## src/rtl/fetch_pc_unit_pkg.sv

```systemverilog
// Shared defines for the fetch PC slice: default vectors, fetch window and next-PC source encoding.
// The optional fetch-address check is enabled by defining FETCH_PC_ADDR_CHK_EN.
package fetch_pc_unit_pkg;

  localparam int unsigned PcWidthDef = 32;
  localparam logic [31:0] ResetVecDef = 32'h0000_3000;
  localparam logic [31:0] ExcVecDef   = 32'h0000_4180;
  localparam logic [31:0] ImemLoDef   = 32'h0000_3000;
  localparam logic [31:0] ImemHiDef   = 32'h0000_6ffc;

  typedef enum logic [2:0] {
    SrcExc,
    SrcEret,
    SrcPend,
    SrcBr,
    SrcSeq
  } pc_src_e;

  // Exception entry and return redirect even while the front end is stalled.
  function automatic logic src_overrides_stall(pc_src_e src);
    return (src == SrcExc) || (src == SrcEret);
  endfunction

endpackage

```

## src/rtl/fetch_pc_sel.sv

```systemverilog
// Combinational next-PC priority select: exception, eret, pending redirect, branch, sequential.
module fetch_pc_sel
  import fetch_pc_unit_pkg::*;
#(
  parameter int unsigned      WIDTH   = PcWidthDef,
  parameter logic [WIDTH-1:0] EXC_VEC = WIDTH'(ExcVecDef)
) (
  input  logic             exc_req,
  input  logic             eret_req,
  input  logic [WIDTH-1:0] epc,
  input  logic             redir_pend,
  input  logic [WIDTH-1:0] pend_target,
  input  logic             br_req,
  input  logic [WIDTH-1:0] br_target,
  input  logic [WIDTH-1:0] pc,
  output logic [WIDTH-1:0] next_pc,
  output pc_src_e          src
);

  always_comb begin
    next_pc = pc + WIDTH'(4);
    src     = SrcSeq;
    if (exc_req) begin
      next_pc = EXC_VEC;
      src     = SrcExc;
    end else if (eret_req) begin
      next_pc = epc;
      src     = SrcEret;
    end else if (redir_pend) begin
      next_pc = pend_target;
      src     = SrcPend;
    end else if (br_req) begin
      next_pc = br_target;
      src     = SrcBr;
    end
  end

endmodule

```

## src/rtl/fetch_pc_unit.sv

```systemverilog
// Fetch PC register with stall-buffered branch redirect and exception/eret override.
// Define FETCH_PC_ADDR_CHK_EN to flag misaligned or out-of-window fetch addresses on fetch_exc.
module fetch_pc_unit
  import fetch_pc_unit_pkg::*;
#(
  parameter int unsigned      WIDTH     = PcWidthDef,
  parameter logic [WIDTH-1:0] RESET_VEC = WIDTH'(ResetVecDef),
  parameter logic [WIDTH-1:0] EXC_VEC   = WIDTH'(ExcVecDef),
  parameter logic [WIDTH-1:0] IMEM_LO   = WIDTH'(ImemLoDef),
  parameter logic [WIDTH-1:0] IMEM_HI   = WIDTH'(ImemHiDef)
) (
  input  logic             clk,
  input  logic             rst,
  input  logic             stall,
  input  logic             exc_req,
  input  logic             eret_req,
  input  logic [WIDTH-1:0] epc,
  input  logic             br_req,
  input  logic [WIDTH-1:0] br_target,
  output logic [WIDTH-1:0] pc,
  output logic             redir_pend,
  output logic             fetch_exc
);

  // Declaration initialisers give a defined PC before the first clock edge in simulation.
  logic [WIDTH-1:0] pc_q = RESET_VEC;
  logic             redir_pend_q = 1'b0;
  logic [WIDTH-1:0] pend_target_q;

  logic [WIDTH-1:0] pc_d, pend_target_d, next_pc;
  logic             redir_pend_d;
  pc_src_e          src;

  fetch_pc_sel #(
    .WIDTH  (WIDTH),
    .EXC_VEC(EXC_VEC)
  ) u_sel (
    .exc_req    (exc_req),
    .eret_req   (eret_req),
    .epc        (epc),
    .redir_pend (redir_pend_q),
    .pend_target(pend_target_q),
    .br_req     (br_req),
    .br_target  (br_target),
    .pc         (pc_q),
    .next_pc    (next_pc),
    .src        (src)
  );

  always_comb begin
    pc_d          = pc_q;
    redir_pend_d  = 1'b0;
    pend_target_d = pend_target_q;
    if (src_overrides_stall(src) || !stall) begin
      pc_d = next_pc;
    end
    // While stalled, the latest taken branch wins the buffer; any other case drains or clears it.
    if (!src_overrides_stall(src) && stall) begin
      redir_pend_d = redir_pend_q | br_req;
      if (br_req) begin
        pend_target_d = br_target;
      end
    end
  end

  always_ff @(posedge clk) begin
    if (rst) begin
      pc_q         <= RESET_VEC;
      redir_pend_q <= 1'b0;
    end else begin
      pc_q         <= pc_d;
      redir_pend_q <= redir_pend_d;
    end
  end

  always_ff @(posedge clk) begin
    pend_target_q <= pend_target_d;
  end

  assign pc         = pc_q;
  assign redir_pend = redir_pend_q;

  if (IMEM_LO > IMEM_HI) begin : gen_bad_window
    $error("fetch_pc_unit: IMEM_LO must not exceed IMEM_HI");
  end

`ifdef FETCH_PC_ADDR_CHK_EN
  assign fetch_exc = (pc_q[1:0] != 2'b00) || (pc_q < IMEM_LO) || (pc_q > IMEM_HI);
`else
  assign fetch_exc = 1'b0;
`endif

endmodule

```

## config.mk

```make
export PLATFORM = sky130hd
export DESIGN_NAME = fetch_pc_unit
export DESIGN_NICKNAME = d
export VERILOG_FILES = /design/src/rtl/fetch_pc_unit_pkg.sv /design/src/rtl/fetch_pc_sel.sv /design/src/rtl/fetch_pc_unit.sv
export SDC_FILE = /design/constraint.sdc
export NUM_CORES = 1
export LEC_CHECK = 0
export ABC_AREA = 0
export CORE_MARGIN = 5
export CORE_UTILIZATION = 47
export DETAILED_ROUTE_END_ITERATION = 12
export GPL_TIMING_DRIVEN = 0
export PLACE_DENSITY_LB_ADDON = 0.08
export SYNTH_ARGS = -nofsm -noshare
export SYNTH_HDL_FRONTEND = slang
export SYNTH_SLANG_ARGS = --single-unit
```

## constraint.sdc

```tcl
create_clock -name clk -period 2.7 [get_ports clk]
set_input_delay 0.54 -clock clk [delete_from_list [all_inputs] [get_ports clk]]
set_output_delay 0.54 -clock clk [all_outputs]
set_load 0.02 [all_outputs]
```

* Word level (Yosys, flattened, before mapping)
Cells that the tools add are included.
Widths: inputs -> output; s select.
** Word-level totals
- Register bits after elaboration :: 65
- Bits of input ports :: 70
- Output and inout bits :: 34
- Word-level logic and storage cells :: 23
** Operators by class
- Add/sub/neg operators :: 1
- Eq/ne operators :: 1
- Muxes and demuxes :: 8
- Bitwise operators :: 2
- Reduce and logical (&&, ||, !) cells :: 8
** Operators with widths (number)
- $mux 32 :: 4
- $add 32x3->32 const B :: 1
- $mux 3 :: 4
- $eq 3x1->1 const B :: 1
- $logic_not 3->1 :: 1
- $logic_not 1->1 :: 2
- $logic_or 1x1->1 :: 2
- $reduce_and 2->1 :: 1
- $reduce_or 2->1 :: 1
- $logic_and 1x1->1 :: 1
- $not 1->1 :: 1
- $or 1x1->1 :: 1

* Depth between registers and ports, before layout
Gate-level depths: netlist of run 1.
- Depth in word-level cells :: 10
- Gate-level depth with buffers :: 8
- Mapped depth without buffers :: 6

* Cells and area by module
A second synthesis of run 1 with hierarchy kept.
** Second synthesis, totals
- Cell total of the unflattened synthesis :: 450
- Area total of the unflattened synthesis :: 4131.5 um^2
** Modules (own cells, without submodules)
- fetch_pc_unit :: instances 1, cells each 178, area each 2453.6 um^2, seq. area each 1621.6 um^2
- fetch_pc_sel :: instances 1, cells each 272, area each 1677.9 um^2, seq. area each 0.0 um^2

* Worst setup path after synthesis of run 1
OpenSTA, ideal clock, no wires.
- Path type :: input to register
- Start point :: in br_req
- End point :: reg pend_target_q[0] (enable)
- Library setup time :: 0.392 ns
- Arrival time :: 1.956 ns
- Data required time :: 2.308 ns
- Path slack :: 0.352 ns
- Cell stages on the path :: 3
- Path buffers :: 2
- Path through :: clkbuf_1 buf_1 and3_1
** Between the ends
- Cells in the longest elaborated chain, start to end :: 9
- Elaborated cells on any way between the ends :: 10
- Those cells by class :: 1 x eq/ne; 4 x mux; 5 x reduce/logical
** RTL lines
- start, declared :: RTL line fetch_pc_unit.sv:18 : input logic br_req,
- $mux 3 :: RTL line fetch_pc_sel.sv:32 : end else if (br_req) begin
- $mux 3 :: RTL line fetch_pc_sel.sv:29 : end else if (redir_pend) begin
- $mux 3 :: RTL line fetch_pc_sel.sv:26 : end else if (eret_req) begin
- $mux 3 :: RTL line fetch_pc_sel.sv:23 : if (exc_req) begin
- $eq 3x1->1 / $logic_not 3->1 (equally long branches) :: RTL line fetch_pc_unit_pkg.sv:21 : return (src == SrcExc) || (src == SrcEret);
- $logic_or 1x1->1 :: RTL line fetch_pc_unit_pkg.sv:21
- $logic_not 1->1 :: RTL line fetch_pc_unit.sv:58 : if (!src_overrides_stall(src) && stall) begin
- $logic_and 1x1->1 :: RTL line fetch_pc_unit.sv:58
- $reduce_and 2->1 (no source line) (*)
- end signal, assigned :: RTL line fetch_pc_unit.sv:77 : pend_target_q <= pend_target_d;
- end, declared :: RTL line fetch_pc_unit.sv:28 : logic [WIDTH-1:0] pend_target_q;
Every way passes the cells marked *; elsewhere a longest branch is shown, timed or not.
A chain may end at the register's enable or synchronous reset.

* Final worst setup path of run 1
- Start point :: in exc_req
- End point :: reg pend_target_q[6] (enable)
** Between the ends
- Cells in the longest elaborated chain, start to end :: 6
- Elaborated cells on any way between the ends :: 7
- Those cells by class :: 1 x eq/ne; 1 x mux; 5 x reduce/logical
** RTL lines
- start, declared :: RTL line fetch_pc_unit.sv:15 : input logic exc_req,
- $mux 3 (*) :: RTL line fetch_pc_sel.sv:23
- $eq 3x1->1 / $logic_not 3->1 (equally long branches) :: RTL line fetch_pc_unit_pkg.sv:21
- $logic_or 1x1->1 (*) :: RTL line fetch_pc_unit_pkg.sv:21
- $logic_not 1->1 (*) :: RTL line fetch_pc_unit.sv:58
- $logic_and 1x1->1 (*) :: RTL line fetch_pc_unit.sv:58
- $reduce_and 2->1 (no source line) (*)
Marked as above.

==> flow_metrics.tcl, run 1 <==
set metrics [dict create \
    status "finished, final reports clean" \
    timing.hold.ws_ns 0.510 \
    cts_sinks 65 \
    grtUsageMet2_pct 39.8 \
    cts_tree "done" \
    htree_num_levels 3 \
    busiest_layer "met2" \
    routed_wl_um 11600 \
    required_ns 2.68 \
    cts-buffers-inserted 9 \
    p_leak_nw 1.65 \
    crit_fanout 32 \
    async_flop_share_pct 0 \
    grt_overflow 0 \
    gp_congestion 0.856 \
    use_met1_pct 34.7 \
    chipWidth_um 95.8 \
    use_met3_pct 7.11 \
    fin_area_mm2 0.00477 \
    cp_data_arrival_time_ns 2.50 \
    setup_viol 0 \
    layout_min_cycle_time_ns 2.53 \
    fmax_mhz 396 \
    synth_area_leaders "edfxtp_1, dfxtp_1, o21ai_0" \
    regArea_mm2 0.00162 \
    cts-root-buf "clkbuf_8" \
    grt_first_pass_wirelength_um 18000 \
    slew_headroom_pct 37.8 \
    ant_nets 0 \
    skew_ns 0.00798 \
    hold_path_class "reg2reg" \
    crit_path_max_incr_delay_ns 0.79 \
    drv_cap 0 \
    viasPerCell 6.18 \
    fin_util_pct 66.1 \
    cpMaxStageDelayCell "and3_2" \
    crit_buf_inv 2 \
    drive_gt1_share_pct 5.98 \
    fill_cells 625 \
    multiInputGateArea_mm2 0.00169 \
    design_power_total_mw 2.24 \
    post-place-cells 568 \
    dpl-instance-area_mm2 0.00460 \
    timing.final.crit_share_pct 93.5 \
    hold_viol 0 \
    worstMarginPinSlew_ns 0.925 \
    synth.avg_cell_area_um2 9.41 \
    dr_total_vias 3608 \
    fp.dieH_um 95.8 \
    syn_inst 368 \
    clk_latency_ns 0.35 \
    critPathCaptureType "flop" \
    initial_core_util_pct 48.0 \
    grt_max_degree 33 \
    dr.first_iter.drc_count 350 \
    crit_type "in2reg" \
    finalMaxSlewViolations 0 \
    path_delay_family "simple AND/OR/NAND/NOR gates" \
    ios 104 \
    dp_hpwl_um 8210 \
    startpoint_type "primary input" \
    yosys_warnings 0 \
    reg2reg_slack_ns 0.56 \
    layout-area-overhead-vs-synth_pct 37.7 \
    first_pass_iters 5 \
    io_buffers 101 \
    grt_pass1_vias 3523 \
    dieArea_mm2 0.00918 \
    clkSlewWorstSetupHoldPaths_ns 0.07 \
    synth_nets 439 \
    crit_chain "clkdlybuf4s50_1 > buf_1 > nor2_1 > and3_2" \
    remaining_drc_errors 0 \
    rsz0062_at_grt "no" \
    cts_max_path_buffers 2 \
    coreArea_mm2 0.00721 \
    synth_top_cell_by_area "edfxtp_1" \
    ir_drop_uv 269 \
    ys_types 56 \
    antenna_found_initial 0 \
    synth_seq_cells 65 \
    layout.cells.non_filler 584 \
    ys.flop_type "dfxtp_1" \
    synth.cell_area_mm2 0.00346 \
    nets 551 \
    yosysTopAreaCellShare_pct 27.8 \
    grt_util_all_layers_pct 26.1 \
    p_per_area_mw_per_mm2 470 \
    routedWlPerCell_um 19.8 \
    yosysSeqAreaShare_pct 46.8 \
    rows 31 \
    antenna_cells 0 \
    synth_edf_count 32 \
]
area by class of cell:
| cell class | instances | share of cell area [%] |
|---|---|---|
| multi-input cells | 265 | 35.4 |
| flip-flops and latches | 65 | 34.0 |
| repair buffers | 101 | 21.2 |
| clock buffers | 12 | 3.04 |
| plain buffers | 29 | 2.65 |
| well taps | 99 | 2.60 |
| inverters | 9 | 0.708 |
| clock inverters | 4 | 0.420 |
layout by cell type, fill, tap and decap left out, drive strengths merged, types with 8 or more instances in the layout:
cell type      instances
clkbuf                28
nor3                  10
a22oi                 11
o21ai                 26
o211ai                 8
nand4                 12
nand2                 22
nor2                  28
o221ai                12
edfxtp                32
dfxtp                 33
a21oi                 23
clkdlybuf4s50        101
nand3                 14
a221oi                11
inv                    9
buf                   13
registers in the layout (all words and copies together), names as in the netlist:
signal,flops
pc,32
pend_target_q,32
redir_pend,1
what timing repair did:
| item | 4_1_cts | 5_1_grt |
|---|---|---|
| hold buffers | 0 | 0 |
| setup buffers | 0 | 0 |
| gates resized for setup | 0 | 1 |
| endpoints found under the setup margin | 0 | 10 |
power breakdown:
part           total (mW)  switching, mW  internal (mW)  leakage, nW
clock network       0.741          0.388          0.353       0.0899
logic               0.383          0.186          0.196        0.998
registers            1.12         0.0440           1.08        0.561
total                2.24          0.619           1.62         1.65
Yosys cell counts, drive strengths merged (3+ instances only):
library cell,n
xor2,5
a31oi,6
inv,9
a22oi,11
o22ai,6
a21o,3
a22o,3
o221ai,12
a2bb2oi,3
nor4,3
a221oi,11
edfxtp,32
mux2i,5
nand2b,4
and4,5
nand2,22
a21oi,23
o211ai,8
o21ai,26
and3,6
buf,13
clkbuf,16
dfxtp,33
nand4,12
nand3,14
nor3,10
xnor2,6
nor2,28
worst min-delay path: stages (launching register included):
cell and delay [ns]:
dfxtp_1 0.33, mux2i_1 0.06, nor2_1 0.08
metal layers:
metal	up-vias	part of all wire, %
li1	1668	-
met1	1708	40
met2	207	45
met3	25	11
met4	0	2.8
met5	-	0
final timing paths:
kind,from,to,cells after the start
setup / recovery,exc_req,pend_target_q[6]$_DFFE_PP_,4
hold / removal,pc[0]$_SDFFE_PP0P_,pc[0]$_SDFFE_PP0P_,2
setup reg to reg,redir_pend$_SDFF_PP0_,pc[30]$_SDFFE_PP0P_,5
hold reg to reg,pc[0]$_SDFFE_PP0P_,pc[0]$_SDFFE_PP0P_,2
kinds of logic (layout without fill, tap and decap cells):
| logic type | Yosys count | count (layout) | synth area share [%] |
|---|---|---|---|
| AO/OA/AOI/OAI | 134 | 134 | 26.7 |
| multiplexers | 5 | 5 | 1.45 |
| buffers and inverters | 38 | 155 | 4.63 |
| AND/OR/NAND/NOR | 113 | 113 | 17.1 |
| XOR/XNOR | 11 | 11 | 2.78 |
| adder cells (fa/ha/maj) | 1 | 1 | 0.361 |
| other | 1 | 1 | 0.108 |
| flip-flops | 65 | 65 | 46.8 |
per-stage QoR:
| stage | setup WS, ns | setup TNS, ns |
|---|---|---|
| floorplan | 0.352 | 0 |
| global placement | -0.604 | -21.87 |
| detailed placement | -0.306 | -6.14 |
| CTS | 0.0659 | 0 |
| global route | 0.0942 | 0 |
| finish | 0.175 | 0 |
No activity file was read; power rests on OpenSTA's default activity.
==> run 2, diff against run 1 <==
--- a/config.mk
+++ b/config.mk
@@ -7,8 +7,9 @@
 export LEC_CHECK = 0
 export ABC_AREA = 0
 export CORE_MARGIN = 5
-export CORE_UTILIZATION = 47
+export CORE_UTILIZATION = 63
 export DETAILED_ROUTE_END_ITERATION = 12
+export DONT_BUFFER_PORTS = 1
 export GPL_TIMING_DRIVEN = 0
 export PLACE_DENSITY_LB_ADDON = 0.08
 export SYNTH_ARGS = -nofsm -noshare
==> run 2 against run 1 <==
Effect of this change:
- fmax grew 11%
- clock skew shrank 0.0015 ns
- first-iteration DRC count grew 12%
- non-clock buffer count shrank 101
- die area shrank 23%
- setup slack gained 0.24 ns
- register-to-register slack lost 0.14 ns
- sequential share of layout area grew 9.1 points
==> flow_metrics.tcl, run 2 (same netlist as run 1, synthesis figures left out) <==
set metrics [dict create \
    gp_congestion 0.867 \
    hold_viol 0 \
    setup_viol 0 \
    grt_first_pass_wirelength_um 16400 \
    final_common_cell "dfxtp_1" \
    clk_latency_ns 0.36 \
    grt_util_all_layers_pct 29.9 \
    coreArea_mm2 0.00544 \
    layout-area-overhead-vs-synth_pct 8.71 \
    required_ns 2.94 \
    critPathCaptureType "flop" \
    cp_common_cell "nand4_1" \
    nets 450 \
    fin_util_pct 69.2 \
    crit_path_max_incr_delay_ns 0.61 \
    crit_start "pc[10]$_SDFFE_PP0P_" \
    initial_core_util_pct 63.7 \
    grt_max_degree 33 \
    remaining_drc_errors 0 \
    cp_data_arrival_time_ns 2.52 \
    cts_max_path_buffers 2 \
    p_leak_nw 1.28 \
    routedWlPerCell_um 23.4 \
    crit_type "reg2reg" \
    dr.first_iter.drc_count 393 \
    status "finished, final reports clean" \
    first_pass_iters 5 \
    cts_sinks 65 \
    crit_fanout 10 \
    cpMaxStageDelayCell "dfxtp_1" \
    final_cell_mix "dfxtp_1, edfxtp_1, nor2_1" \
    viasPerCell 7.21 \
    grt_pass1_vias 3178 \
    slew_headroom_pct 34.7 \
    worstHoldStart "br_target[30]" \
    cts_tree "done" \
    reg2reg_from "pc[10]$_SDFFE_PP0P_" \
    dp_hpwl_um 7500 \
    postCtsHoldBufs 0 \
    p_per_area_mw_per_mm2 602 \
    fmax_mhz 438 \
    clkSlewWorstSetupHoldPaths_ns 0.08 \
    drive_gt1_share_pct 7.55 \
    antenna_found_initial 0 \
    hold_path_class "in2reg" \
    ios 104 \
    ir_drop_uv 367 \
    rows 27 \
    io_buffers 0 \
    cts_resized 0 \
    timing.final.crit_share_pct 84.6 \
    dieArea_mm2 0.00708 \
    drv_cap 0 \
    skew_ns 0.00645 \
    fp.dieH_um 84.1 \
    antenna_cells 0 \
    startpoint_type "flop" \
    cts-buffers-inserted 9 \
    worstMarginPinSlew_ns 0.972 \
    setup_tns_ns 0 \
    rsz0062_at_grt "no" \
    layout_min_cycle_time_ns 2.28 \
    chipWidth_um 84.1 \
    crit_chain "nand4_1 > nor4b_4 > buf_2 > nand4_1 > a221oi_1 > a21oi_1" \
    finalMaxSlewViolations 0 \
    htree_num_levels 3 \
    grt_overflow 0 \
    cts-root-buf "clkbuf_8" \
    postCtsSetupBuffers 0 \
    routed_wl_um 10700 \
    ant_nets 0 \
    dr_total_vias 3290 \
]
-- run 2: per-layer routing --
layer	track usage, %	routed length [um]	vias up
met2	45.8	4840	234
met1	37.9	4160	1554
met3	10.0	1310	35
li1	-	-	1467
met5	0	0	-
met4	14.8	352	0
-- run 2: worst paths after layout --
path,slack (ns),end,cells past startpoint
setup / recovery,0.42,pc[21]$_SDFFE_PP0P_,6
hold / removal,0.27,pend_target_q[30]$_DFFE_PP_,0
setup reg to reg,0.42,pc[21]$_SDFFE_PP0P_,6
hold reg to reg,0.53,pc[4]$_SDFFE_PP0P_,2
-- run 2: stage by stage --
stage               power [mW]  setup WS [ns]  instances  cell area (um^2)  hold slack, ns
finish                    2.27          0.417        456              3760           0.274
global route              2.33          0.272        456              3760           0.269
CTS                       2.25          0.462        456              3760           0.274
detailed placement        1.36          0.109        440              3550           0.525
global placement          1.35         -0.348        440              3550           0.515
floorplan                 1.30          0.352        368              3460           0.493
-- run 2: worst max-delay path, delay by kind of cell (launching register included) --
kind,cells,cell delay [ns]
buf+inv,1,0.28
compound gates,2,0.44
flops,1,0.61
simple gates,3,0.83
-- run 2: power by group --
part	leakage, nW	internal [mW]	total, mW	switching [mW]
Sequential	0.561	1.08	1.15	0.0782
Combinational	0.614	0.0711	0.190	0.119
Clock	0.106	0.515	0.924	0.408
-- run 2: cell type report --
type / instances / area, um^2
Multi-Input combinational cell: 265 / 1680
Fill cell: 452 / 1680
Sequential cell: 65 / 1620
Clock buffer: 10 / 128
Buffer: 29 / 126
Tap cell: 72 / 90.1
Clock inverter: 6 / 82.6
Inverter: 9 / 33.8
==> run 3, diff against run 2 <==
==> constraint.sdc (replaced) <==
create_clock -name clk -period 2.2 [get_ports clk]
set_input_delay 0.44 -clock clk [delete_from_list [all_inputs] [get_ports clk]]
set_output_delay 0.44 -clock clk [all_outputs]
set_load 0.02 [all_outputs]
==> run 3 against run 2 <==
Effect of this change:
- final cell count stayed put
- non-clock buffer count stayed put
- setup slack worse by 0.29 ns
- hold slack worse by 0.093 ns
- sequential power is 23% higher
- clock power is 46% higher
- cell area is 2.1% higher
- flip-flop and latch count stayed put
- clock skew is 0.0044 ns higher
- power is 32% higher
- routed wire length is 0.25% lower
- combinational power is 22% higher
==> flow_metrics.tcl, run 3 (same netlist as run 1, synthesis figures left out) <==
set metrics [dict create \
    timing.final.crit_share_pct 94.1 \
    cts_tree "done" \
    setup_tns_ns 0 \
    postCtsSetupBuffers 0 \
    fp.dieH_um 84.1 \
    dr.first_iter.drc_count 379 \
    critPathCaptureType "flop" \
    first_pass_iters 6 \
    io_buffers 0 \
    fmax_mhz 483 \
    nets 450 \
    ios 104 \
    dr_total_vias 3253 \
    final_cell_mix "edfxtp_1, nor2_1, o21ai_0" \
    drv_cap 0 \
    skew_ns 0.0108 \
    finalMaxSlewViolations 0 \
    required_ns 2.43 \
    min_path_cells 0 \
    clkSlewWorstSetupHoldPaths_ns 0.08 \
    crit_path_max_incr_delay_ns 0.41 \
    antenna_cells 0 \
    dieArea_mm2 0.00708 \
    worstMarginPinSlew_ns 0.901 \
    initial_core_util_pct 63.7 \
    timing.hold.ws_ns 0.180 \
    rows 27 \
    cts_sinks 65 \
    cts_max_path_buffers 2 \
    reg2reg_slack_ns 0.13 \
    viasPerCell 7.13 \
    p_per_area_mw_per_mm2 781 \
    cp_common_cell "o21ai_0" \
    hold_viol 0 \
    reg2reg_from "redir_pend$_SDFF_PP0_" \
    drive_gt1_share_pct 10.7 \
    reg2reg_depth 7 \
    startpoint_type "flop" \
    routedWlPerCell_um 23.3 \
    dp_hpwl_um 7490 \
    grt_max_degree 33 \
    worstSetupEndpoint "pc[2]$_SDFFE_PP0P_" \
    post-place-cells 440 \
    layout.cells.non_filler 456 \
    setup_viol 0 \
    cts-root-buf "clkbuf_8" \
    final_common_cell "edfxtp_1" \
    crit_fanout 10 \
    chipWidth_um 84.1 \
    grt_overflow 0 \
    ir_drop_uv 441 \
    grt_first_pass_wirelength_um 16200 \
    layout_min_cycle_time_ns 2.07 \
    coreArea_mm2 0.00544 \
    r2r_end "pc[2]$_SDFFE_PP0P_" \
    multiInputGateArea_mm2 0.00169 \
    grt_pass1_vias 3167 \
    gp_congestion 0.875 \
    htree_num_levels 3 \
    routed_wl_um 10600 \
    slew_headroom_pct 39.4 \
    clk_latency_ns 0.35 \
    p_leak_nw 1.31 \
    ant_nets 0 \
    layout-area-overhead-vs-synth_pct 11.0 \
    rsz0062_at_grt "yes" \
    grt_util_all_layers_pct 29.3 \
    crit_type "reg2reg" \
    design_power_total_mw 3.00 \
    status "finished, final reports clean" \
    crit_start "redir_pend$_SDFF_PP0_" \
    cts-buffers-inserted 9 \
    remaining_drc_errors 0 \
    fill_cells 432 \
    cpMaxStageDelayCell "dfxtp_1" \
    cp_data_arrival_time_ns 2.30 \
    hold_path_class "in2reg" \
    crit_chain "clkbuf_2 > inv_1 > clkbuf_1 > o211ai_1 > o21ai_0 > o21ai_0 > a22o_1" \
    antenna_found_initial 0 \
    regArea_mm2 0.00164 \
]
[run 3: area by class of cell]
type	instances	area share [%]
plain buffers	29	3.39
clock buffers	10	3.32
clock inverters	6	3.39
inverters	9	0.879
multi-input cells	265	44.0
flip-flops and latches	65	42.7
well taps	72	2.35
[run 3: per-layer routing]
layer  share of wire (%)  GRT usage [%]
met1                  38           37.6
met2                  47           45.1
met3                  12           11.5
met4                 2.6           10.4
met5                   0              0
[run 3: repair_timing]
item                       4_1_cts  5_1_grt
gates cloned                     0        0
setup endpoints to repair        1       51
resized for setup                2       16
hold buffers                     0        0
[run 3: per-stage QoR]
stage                     util (%)  setup slack [ns]  cell area, um^2
final                         70.6             0.131             3840
after CTS                     70.1           0.00616             3810
after floorplan                  -             0.276             3460
after global placement        65.3            -0.250             3550
after global routing          70.6         -0.000446             3840
after detailed placement      65.3            -0.254             3550
[run 3: worst max-delay path: cells and delay by family, from the launching register on]
kind                   cells  cell delay [ns]
DFF                        1             0.41
buffers and inverters      3             0.89
AOI/OAI and AO/OA          4             0.65
[run 3: worst min-delay path by stage]
stage                          startpoint                          end  slack, ns
2_1_floorplan  pend_target_q[4]$_DFFE_PP_           pc[4]$_SDFFE_PP0P_       0.49
5_1_grt                     br_target[23]  pend_target_q[23]$_DFFE_PP_       0.17
4_1_cts                     br_target[23]  pend_target_q[23]$_DFFE_PP_       0.18
3_5_place_dp   pend_target_q[4]$_DFFE_PP_           pc[4]$_SDFFE_PP0P_       0.53
6_report                    br_target[23]  pend_target_q[23]$_DFFE_PP_       0.18
3_3_place_gp   pend_target_q[4]$_DFFE_PP_           pc[4]$_SDFFE_PP0P_       0.51
[run 3: where the power goes]
part,internal (mW),total [mW],leakage (nW),switching (mW)
logic,0.0879,0.232,0.617,0.144
registers,1.32,1.42,0.565,0.0962
clock network,0.864,1.35,0.130,0.488
